$ cat config.mk
export PLATFORM = sky130hd
export DESIGN_NAME = clock_period_meter
export DESIGN_NICKNAME = d
export VERILOG_FILES = /design/src/rtl/clk_meas_pkg.sv /design/src/rtl/sync_rise_det.sv /design/src/rtl/clock_period_meter.sv
export SDC_FILE = /design/constraint.sdc
export NUM_CORES = 1
export LEC_CHECK = 0
export CAP_MARGIN = 20
export CORE_AREA = 2 2 90 92
export CTS_CLUSTER_DIAMETER = 120
export DETAILED_ROUTE_END_ITERATION = 6
export DIE_AREA = 0 0 92 94
export SLEW_MARGIN = 20
export SYNTH_ARGS = -nofsm -noshare
export SYNTH_HDL_FRONTEND = slang
export SYNTH_SLANG_ARGS = --single-unit
$ cat constraint.sdc
create_clock -name clk_in -period 5.14 [get_ports clk_in]
set_clock_uncertainty 0.15 [all_clocks]
set_input_delay 0.514 -clock clk_in [delete_from_list [all_inputs] [get_ports clk_in]]
set_output_delay 0.514 -clock clk_in [all_outputs]
set_load 0.01 [all_outputs]
$ cat src/rtl/clk_meas_pkg.sv
// Shared types and defaults for the clock period meter.
// Holds the measurement FSM encoding and the default counter width.
package clk_meas_pkg;

    localparam int CNT_W_DEFAULT = 16;

    typedef enum logic {
        ARM  = 1'b0,
        MEAS = 1'b1
    } meas_state_t;

endpackage

$ cat src/rtl/sync_rise_det.sv
// Two-flop synchronizer for an asynchronous waveform plus a delay flop for edge detection.
// rise pulses for one clk_in cycle, two edges after sig_in is first sampled high.
module sync_rise_det (
    input  logic clk_in,
    input  logic rst,
    input  logic sig_in,
    output logic s2,
    output logic rise
);

    logic s1_q, s1_d;
    logic s2_q, s2_d;
    // Delayed copy of s2; named _dly to keep _d free for next-state values.
    logic s2_dly_q, s2_dly_d;

    always_comb begin
        s1_d     = sig_in;
        s2_d     = s1_q;
        s2_dly_d = s2_q;
    end

    always_ff @(posedge clk_in) begin
        if (rst) begin
            s1_q     <= 1'b0;
            s2_q     <= 1'b0;
            s2_dly_q <= 1'b0;
        end else begin
            s1_q     <= s1_d;
            s2_q     <= s2_d;
            s2_dly_q <= s2_dly_d;
        end
    end

    assign s2   = s2_q;
    assign rise = s2_q & ~s2_dly_q;

endmodule

$ cat src/rtl/clock_period_meter.sv
// Measures period and high time of a divided clock in clk_in cycles, rise to rise.
// Result registers two edges after the synchronized rise; a held result is overwritten (overrun) if not accepted.
module clock_period_meter
    import clk_meas_pkg::*;
#(
    parameter int CNT_W = CNT_W_DEFAULT
) (
    input  logic             clk_in,
    input  logic             rst,
    input  logic             sig_in,
    input  logic             meas_ready,
    input  logic             clr_status,
    output logic [CNT_W-1:0] period_cnt,
    output logic [CNT_W-1:0] high_cnt,
    output logic             meas_valid,
    output logic             overrun,
    output logic             timeout,
    output logic             armed
);

    localparam logic [CNT_W-1:0] CNT_ONE = CNT_W'(1);
    localparam logic [CNT_W-1:0] CNT_MAX = {CNT_W{1'b1}};

    logic s2, rise;

    meas_state_t      state_q, state_d;
    logic [CNT_W-1:0] cnt_q, cnt_d;
    logic [CNT_W-1:0] hcnt_q, hcnt_d;
    logic [CNT_W-1:0] period_q, period_d;
    logic [CNT_W-1:0] high_q, high_d;
    logic             valid_q, valid_d;
    logic             overrun_q, overrun_d;
    logic             timeout_q, timeout_d;
    logic             new_res;

    sync_rise_det u_sync (
        .clk_in (clk_in),
        .rst    (rst),
        .sig_in (sig_in),
        .s2     (s2),
        .rise   (rise)
    );

    always_comb begin
        state_d   = state_q;
        cnt_d     = cnt_q;
        hcnt_d    = hcnt_q;
        period_d  = period_q;
        high_d    = high_q;
        valid_d   = valid_q;
        overrun_d = overrun_q & ~clr_status;
        timeout_d = timeout_q & ~clr_status;
        new_res   = 1'b0;

        case (state_q)
            ARM: begin
                if (rise) begin
                    state_d = MEAS;
                    cnt_d   = CNT_ONE;
                    hcnt_d  = CNT_ONE;
                end
            end
            MEAS: begin
                if (rise) begin
                    new_res  = 1'b1;
                    period_d = cnt_q;
                    high_d   = hcnt_q;
                    cnt_d    = CNT_ONE;
                    hcnt_d   = CNT_ONE;
                end else if (cnt_q == CNT_MAX) begin
                    // Saturated without a rise: give up and re-arm rather than wrap.
                    state_d   = ARM;
                    timeout_d = 1'b1;
                    cnt_d     = '0;
                    hcnt_d    = '0;
                end else begin
                    cnt_d = cnt_q + CNT_ONE;
                    if (s2) begin
                        hcnt_d = hcnt_q + CNT_ONE;
                    end
                end
            end
            default: begin
                state_d = ARM;
            end
        endcase

        // A fresh result beats a same-cycle acceptance; only an unaccepted one counts as overrun.
        if (new_res) begin
            valid_d = 1'b1;
            if (valid_q && !meas_ready) begin
                overrun_d = 1'b1;
            end
        end else if (valid_q && meas_ready) begin
            valid_d = 1'b0;
        end
    end

    always_ff @(posedge clk_in) begin
        if (rst) begin
            state_q   <= ARM;
            cnt_q     <= '0;
            hcnt_q    <= '0;
            period_q  <= '0;
            high_q    <= '0;
            valid_q   <= 1'b0;
            overrun_q <= 1'b0;
            timeout_q <= 1'b0;
        end else begin
            state_q   <= state_d;
            cnt_q     <= cnt_d;
            hcnt_q    <= hcnt_d;
            period_q  <= period_d;
            high_q    <= high_d;
            valid_q   <= valid_d;
            overrun_q <= overrun_d;
            timeout_q <= timeout_d;
        end
    end

    assign period_cnt = period_q;
    assign high_cnt   = high_q;
    assign meas_valid = valid_q;
    assign overrun    = overrun_q;
    assign timeout    = timeout_q;
    assign armed      = (state_q == ARM);

endmodule

==> flow_metrics.tcl, run 1 <==
set metrics [dict create \
    netlist.area_leader.share_pct 47.4 \
    overflow 0 \
    routed_via_density 5.23 \
    cts_resized 0 \
    clk_pin_slew_worst_paths_ns 0.07 \
    synth_area_per_cell_um2 7.99 \
    drtIter0Drc 162 \
    fin_crit_sh_pct 56.2 \
    worst_ep_arrival_time_ns 2.96 \
    synthCells 375 \
    reg2reg_slack_ns 2.25 \
    synthArstFlopShare_pct 0 \
    whs_endpoint "u_sync.s2" \
    cts_hold_buffers 0 \
    hold_viol_final 0 \
    drcViolationCount 0 \
    end_kind "register" \
    rr_startpoint "cnt_q[0]" \
    ys_top_cells_by_area "dfxtp_1, nand2_1, a21oi_1" \
    critPathMaxFanout 19 \
    start_util_pct 39.4 \
    io_buffer_count 40 \
    drtAntennaViolNets 0 \
    synth_edf_count 0 \
    syn-cell-area_um2 3000 \
    syn-num-nets 382 \
    synthToLayoutAreaGrowth_pct 20.6 \
    synth_cell_types 40 \
    synthFlopType "dfxtp_1" \
    wire_per_inst_um 13.2 \
    drt_first_pass_iters 5 \
    grtUsageTotal_pct 16.8 \
    leakage_nw 1.16 \
    peakVddDrop_uv 139 \
    slew_violations 0 \
    fp.dieW_um 92 \
    dp_hpwl_um 4600 \
    r2r-end "cnt_q[15]" \
    fmax_mhz 346 \
    relSlewSlack_pct 39.0 \
    grt_pass1_wl_um 11700 \
    hold_path_startpoint "u_sync.s1_q" \
    hold_depth 1 \
    num_rows 32 \
    cts_setup_buffers 0 \
    yosys_warnings 0 \
    die_height_um 94 \
    cts_buffers 9 \
    period_needed_ns 2.89 \
    hp-class "register to register" \
    place.gp.congestion 0.884 \
    cp_cell_sequence "ha_1, nand4_2, nor4_4, nor3_1, buf_2, and3_1, or3_1" \
    final_core_util_pct 47.5 \
    grt_pass1_vias 2452 \
    synth_top_area_cell "dfxtp_1" \
    tightest_slew_ns 0.909 \
    cts.sinks 71 \
    drive_gt1_share_pct 5.12 \
    final.setup.tns_ns 0 \
    startpoint_type "register" \
    p_per_area_nw_per_um2 266 \
    worst_path_max_delay_cell "nor4_4" \
    antennaDiodeCount 0 \
    max_stage_delay_ns 0.85 \
    ys_seq_area_share_pct 47.4 \
    rsz0062_at_grt "false" \
    critical_path_buf_inv_count 1 \
    final_net_count 415 \
    clock_latency_ns 0.34 \
    antenna_found_initial 0 \
    finalSetupViolations 0 \
    grt_start_max_net_pins 37 \
    path_class "register to register" \
    design.core.area_um2 7610 \
    cts_root_buf "clkbuf_8" \
    wl_um 6760 \
    ys_seq_elements 71 \
    outcome "complete, no violations" \
    clk_path_buf_depth 2 \
    via_count 2677 \
    cp.required_ns 5.22 \
    reg2reg_depth 7 \
    cts_tree "built" \
    max-cap-violations 0 \
    crit_family "simple AND/OR/NAND/NOR gates" \
    dieArea_um2 8650 \
    pin_count 41 \
    htreeDepth 3 \
]
[layer usage]
metal  track usage [%]  share of wire [%]  vias up
met5                 0                  0        -
met4              7.59                1.8        0
met3              3.85                5.0       10
met2              24.3                 42       68
met1              23.8                 51     1213
li1                  -                  -     1386
[worst reg2reg max path, stage by stage (launching register included)]
cell and delay, ns:
dfxtp_1 0.41, ha_1 0.24, nand4_2 0.17, nor4_4 0.85
nor3_1 0.19, buf_2 0.23, and3_1 0.17, or3_1 0.35
[layout make-up]
type	instances	area (um2)
Clock inverter	2	10.0
Clock buffer	11	141
Sequential cell	71	1420
Tap cell	102	128
Timing Repair Buffer	44	423
Fill cell	769	3990
Multi-Input combinational cell	278	1480
Inverter	4	15.0
[cell usage after synthesis (2+ instances only)]
cell type / number
nor3_1: 8
o32ai_1: 4
o21a_1: 2
nor2_1: 17
a41oi_1: 2
o211ai_1: 2
nand2_1: 86
or3_1: 7
inv_1: 3
a21oi_1: 48
nand2b_1: 8
and3_1: 4
dfxtp_1: 71
o31ai_1: 6
clkbuf_1: 19
nor4_1: 5
a22o_1: 2
nand3_1: 21
a31oi_1: 3
nor2b_1: 8
and2_1: 4
ha_1: 2
buf_2: 3
a32oi_1: 3
xor2_1: 4
o21ai_0: 13
nor4b_1: 2
nand4_1: 6
[stage by stage]
step / total power [W] / cell area (um2) / std cells / setup WS (ns) / hold slack, ns
after floorplan: 0.000592 / 3000 / 375 / 3.07 / 0.264
after global placement: 0.000602 / 3460 / 498 / 2.22 / 0.287
after detailed placement: 0.000602 / 3460 / 498 / 2.20 / 0.282
after CTS: 0.000971 / 3610 / 511 / 2.14 / 0.299
after global routing: 0.000999 / 3620 / 512 / 2.02 / 0.310
final: 0.000963 / 3620 / 512 / 2.25 / 0.300
[kinds of logic after synthesis]
kind of cell               after synthesis  synth area share (%)
xor gates and xnor gates                 5                  1.46
AOI/OAI and AO/OA                       89                  17.6
adders and majority gates                2                 0.835
DFF                                     71                  47.4
and+or+nand+nor                        181                  29.0
muxes                                    1                 0.334
buffers and inverters                   26                  3.38
[sequential cells by signal, summed over array words and instances, names as in the netlist, 16 cells and up]
| signal | flops |
|---|---|
| hcnt_q | 16 |
| period_cnt | 16 |
| cnt_q | 16 |
| high_cnt | 16 |
[power by group]
part / switching (W) / internal, W
Combinational: 0.0000222 / 0.0000103
Sequential: 0.00000460 / 0.000553
Clock: 0.000194 / 0.000179
Total: 0.000221 / 0.000742
[cell usage in the layout, fill, tap and decap left out, types with 5 or more instances in the layout]
master and instances:
nand2_1 86, dfxtp_1 71, a21oi_1 48, clkdlybuf4s50_1 39, nand3_1 21, nor2_1 16
o21ai_0 12, clkbuf_8 10, nand2b_1 8, nor2b_1 8, nor3_1 8, or3_1 7
nand4_1 6, o31ai_1 6, nor4_1 5
[how the worst max path moves through the flow]
stage,from,to,slack [ns],cells after the start
global placement,cnt_q[0],hcnt_q[15],2.22,6
global route,cnt_q[1],cnt_q[15],2.02,7
detailed placement,cnt_q[0],cnt_q[15],2.20,6
floorplan,cnt_q[0],cnt_q[15],3.07,6
finish,cnt_q[0],cnt_q[15],2.25,7
CTS,cnt_q[0],cnt_q[15],2.14,6
No activity file was read; power rests on OpenSTA's default activity.
==> inputs of run 2 (changes only) <==
clock period = 2.3 ns   (was 5.14 ns; I/O delays follow)
==> flow_metrics.tcl, run 2 (synthesis gave the netlist of run 1 again) <==
set metrics [dict create \
    outcome "complete, no violations" \
    design.core.area_um2 7610 \
    cts.sinks 71 \
    io_buffer_count 40 \
    peakVddDrop_uv 353 \
    cts_tree "built" \
    tightest_slew_ns 0.443 \
    cts_setup_buffers 0 \
    clk_path_buf_depth 2 \
    drtIter0Drc 150 \
    dp_hpwl_um 4910 \
    cts_root_buf "clkbuf_8" \
    startpoint_type "register" \
    slew_violations 0 \
    clk_pin_slew_worst_paths_ns 0.07 \
    path_class "register to output pin" \
    routed_via_density 5.21 \
    cp.required_ns 1.92 \
    num_rows 32 \
    leakage_nw 1.27 \
    cts_hold_buffers 0 \
    antenna_found_initial 0 \
    place.gp.congestion 0.899 \
    fmax_mhz 479 \
    whs_ns 0.145 \
    drcViolationCount 0 \
    synthToLayoutAreaGrowth_pct 26.7 \
    period_needed_ns 2.09 \
    relSlewSlack_pct 70.5 \
    clock_latency_ns 0.35 \
    fillers 770 \
    grt_pass1_wl_um 12400 \
    dpl_worst_slack_ns 0.0654 \
    drive_gt1_share_pct 10.2 \
    place_inst 519 \
    finalPower_w 0.00226 \
    wire_per_inst_um 13.3 \
    reg2reg_slack_ns 0.24 \
    fin_crit_sh_pct 90.9 \
    final_net_count 435 \
    layout.cells.non_filler 534 \
    rsz0062_at_grt "false" \
    via_count 2780 \
    worst_ep_arrival_time_ns 1.71 \
    fp.dieW_um 92 \
    final_common_cell "nand2_1" \
    drtAntennaViolNets 0 \
    htreeDepth 3 \
    overflow 0 \
    cts_buffers 9 \
    setup_slack_ns 0.210 \
    die_height_um 94 \
    dieArea_um2 8650 \
    max-cap-violations 0 \
    antennaDiodeCount 0 \
    final.setup.tns_ns 0 \
    wl_um 7120 \
    hold_viol_final 0 \
    end_kind "output pin" \
    drt_first_pass_iters 4 \
    pin_count 41 \
    grtUsageTotal_pct 18.1 \
    layout_common_cells "nand2_1, dfxtp_1, a21oi_1, clkdlybuf4s50_1, buf_4" \
    hp-class "input pin to register" \
    start_util_pct 39.4 \
    p_per_area_nw_per_um2 596 \
    grt_pass1_vias 2624 \
    grt_start_max_net_pins 27 \
    critPathMaxFanout 12 \
    finalSetupViolations 0 \
]
-- run 2: cell types whose count changed in the layout (fill, tap and decap cells not counted) --
cell       before  now
clkinv_2        2    4
bufinv_16       0    1
o21ai_0        12   13
nor2_2          1    2
o21ai_1         1    0
clkbuf_8       10    9
nor2_1         16   15
buf_2           2    1
buf_4           3   24
-- run 2: path summary, 6_finish.rpt --
| path | start | end | cells after the start |
|---|---|---|---|
| max | state_q | armed | 3 |
| min | rst | state_q | 2 |
| max reg2reg | cnt_q[1] | hcnt_q[5] | 7 |
| min reg2reg | period_cnt[11] | period_cnt[11] | 2 |
-- run 2: report_power, final --
group          switching, W  internal [W]   total, W
sequential       0.00000672       0.00123    0.00124
combinational     0.0000589     0.0000346  0.0000935
clock              0.000440      0.000487   0.000927
total              0.000506       0.00176    0.00226
-- run 2: area by class of cell --
type,count,area (um2),share of cell area [%]
multi-input combinational,278,1480,39.0
sequential,71,1420,37.4
timing repair buffer,64,576,15.2
clock buffer,10,128,3.36
tap,102,128,3.36
clock inverter,5,50.0,1.32
inverter,4,15.0,0.395
-- run 2: layer usage --
metal / global-route usage, % / vias to the layer above / share of wire (%)
met5: 0 / - / 0
met4: 7.59 / 0 / 2.2
met3: 4.57 / 11 / 4.5
met2: 27.1 / 51 / 44
met1: 24.8 / 1295 / 50
li1: - / 1423 / -
-- run 2: per-stage QoR --
| step | util (%) | instance area [um2] |
|---|---|---|
| 3_5_place_dp | 47.5 | 3620 |
| 2_1_floorplan | - | 3000 |
| 3_3_place_gp | 47.5 | 3620 |
| 6_report | 49.9 | 3800 |
| 4_1_cts | 49.9 | 3790 |
| 5_1_grt | 49.9 | 3800 |
-- run 2: critical path: stages, from the launching register on --
cell and delay (ns):
dfxtp_1 0.54, clkinv_1 0.16, buf_4 0.19, clkdlybuf4s50_1 0.47
-- run 2: timing repair --
| item | CTS | global route |
|---|---|---|
| endpoints found under the hold margin | 0 | 0 |
| gates resized for setup | 0 | 1 |
| endpoints found under the setup margin | 0 | 10 |
==> inputs of run 3 (changes only) <==
DONT_BUFFER_PORTS = 1   (was not set)
PLACE_DENSITY = 0.59   (was not set)
RECOVER_POWER = 50   (was not set)
==> flow_metrics.tcl, run 3 (synthesis gave the netlist of run 1 again) <==
set metrics [dict create \
    outcome "complete, no violations" \
    grt_pass1_wl_um 11900 \
    max_stage_delay_ns 0.60 \
    wl_um 6930 \
    max-cap-violations 0 \
    antennaDiodeCount 0 \
    cts_root_buf "clkbuf_8" \
    seqPwrFrac_pct 56.0 \
    hold_viol_final 0 \
    synthToLayoutAreaGrowth_pct 13.3 \
    dieArea_um2 8650 \
    worst_path_max_delay_cell "nor2_1" \
    swShare_pct 22.2 \
    clkPwrFrac_pct 40.2 \
    path_class "register to register" \
    p_sw_w 0.000493 \
    drcViolationCount 0 \
    p_per_area_nw_per_um2 652 \
    hp-class "input pin to register" \
    antenna_found_initial 0 \
    drt_first_pass_iters 4 \
    fp.dieW_um 92 \
    startpoint_type "register" \
    hold_depth 2 \
    critPathMaxFanout 10 \
    clock_latency_ns 0.35 \
    wire_per_inst_um 14.1 \
    relSlewSlack_pct 48.6 \
    leakage_nw 1.12 \
    clk_pin_slew_worst_paths_ns 0.07 \
    worst_ep_arrival_time_ns 2.24 \
    period_needed_ns 2.13 \
    rr_startpoint "cnt_q[0]" \
    fillers 765 \
    num_rows 32 \
    cp.required_ns 2.41 \
    htreeDepth 3 \
    start_util_pct 39.4 \
    hold_path_startpoint "rst" \
    fmax_mhz 469 \
    setup.worst_path.start "cnt_q[0]" \
    pin_count 41 \
    final_common_cell "nand2_1" \
    grt_start_max_net_pins 61 \
    tightest_slew_ns 0.768 \
    dp_hpwl_um 4580 \
    p_int_w 0.00172 \
    cts.sinks 71 \
    drive_gt1_share_pct 8.46 \
    drtIter0Drc 158 \
    layout_common_cells "nand2_1, dfxtp_1, a21oi_1, nand3_1, nor2_1" \
    final.setup.tns_ns 0 \
    routed_via_density 5.32 \
    rsz0062_at_grt "false" \
    fin_crit_sh_pct 92.6 \
    drtAntennaViolNets 0 \
    finalSetupViolations 0 \
    clk_path_buf_depth 2 \
    slew_violations 0 \
    combPwrFrac_pct 3.8 \
    finalInstanceArea_um2 3400 \
    io_buffer_count 0 \
    cts_resized 0 \
    grt_pass1_vias 2386 \
    final_net_count 395 \
    end_kind "register" \
    overflow 0 \
    peakVddDrop_uv 388 \
    dpl_worst_slack_ns 0.0829 \
    cts_tree "built" \
    postPlaceCellArea_um2 3190 \
    design.core.area_um2 7610 \
    reg2reg_depth 6 \
    path_depth 6 \
    cts_buffers 9 \
    cp_cell_sequence "ha_1, nand4_2, nor4_4, nor2_1, o21ai_0, a311oi_1" \
    grtUsageTotal_pct 17.4 \
    place.gp.congestion 0.829 \
    via_count 2616 \
    crit_family "simple AND/OR/NAND/NOR gates" \
    setup_slack_ns 0.170 \
    die_height_um 94 \
    critical_path_buf_inv_count 0 \
]
run 3: changes by cell type in the layout (fill, tap and decap cells not counted), sizes merged:
| cell | change |
|---|---|
| clkdlybuf4s50 | -39 |
| buf | -10 |
| clkbuf | +8 |
| clkinv | -3 |
| dlygate4sd3 | +3 |
| bufinv | -1 |
run 3: repair_timing:
action                     CTS  global route
buffers inserted             0             0
hold buffers                 4             0
setup endpoints to repair    0             3
hold endpoints to repair    61             0
run 3: stage by stage:
stage          hold slack (ns)  total power (W)  cells  utilization (%)
6_report                0.0614          0.00222    492             44.7
5_1_grt                 0.0721          0.00231    492             44.7
4_1_cts                 0.0430          0.00226    492             45.0
3_5_place_dp             0.159          0.00133    475             42.0
3_3_place_gp             0.158          0.00133    475             42.0
2_1_floorplan            0.208          0.00132    375                -
run 3: worst paths after layout:
path / endpoint / slack [ns]
worst max register to register: cnt_q[5] / 0.17
worst min register to register: u_sync.s2 / 0.29
worst max-delay path: cnt_q[5] / 0.17
worst min-delay path: period_cnt[13] / 0.06
run 3: power by group through the flow:
stage | clock, W | combinational, W | sequential, W
after floorplan | 0 | 0.0000559 | 0.00127
after global placement | 0 | 0.0000630 | 0.00127
after detailed placement | 0 | 0.0000633 | 0.00127
after CTS | 0.000932 | 0.0000884 | 0.00124
after global routing | 0.000973 | 0.0000924 | 0.00124
final | 0.000890 | 0.0000839 | 0.00124
run 3: routing by layer:
layer | wire length (um) | vias up | GRT usage (%)
li1 | - | 1350 | -
met1 | 3520 | 1202 | 24.0
met2 | 2890 | 58 | 25.2
met3 | 436 | 6 | 5.46
met4 | 91 | 0 | 7.34
met5 | 0 | - | 0
run 3: cell type report:
cell class / count / area (um2) / area share, %
multi-input combinational: 278 / 1480 / 43.4
sequential: 71 / 1420 / 41.8
timing repair buffer: 24 / 188 / 5.52
clock buffer: 12 / 165 / 4.86
tap: 102 / 128 / 3.76
inverter: 4 / 15.0 / 0.442
clock inverter: 1 / 5.00 / 0.147
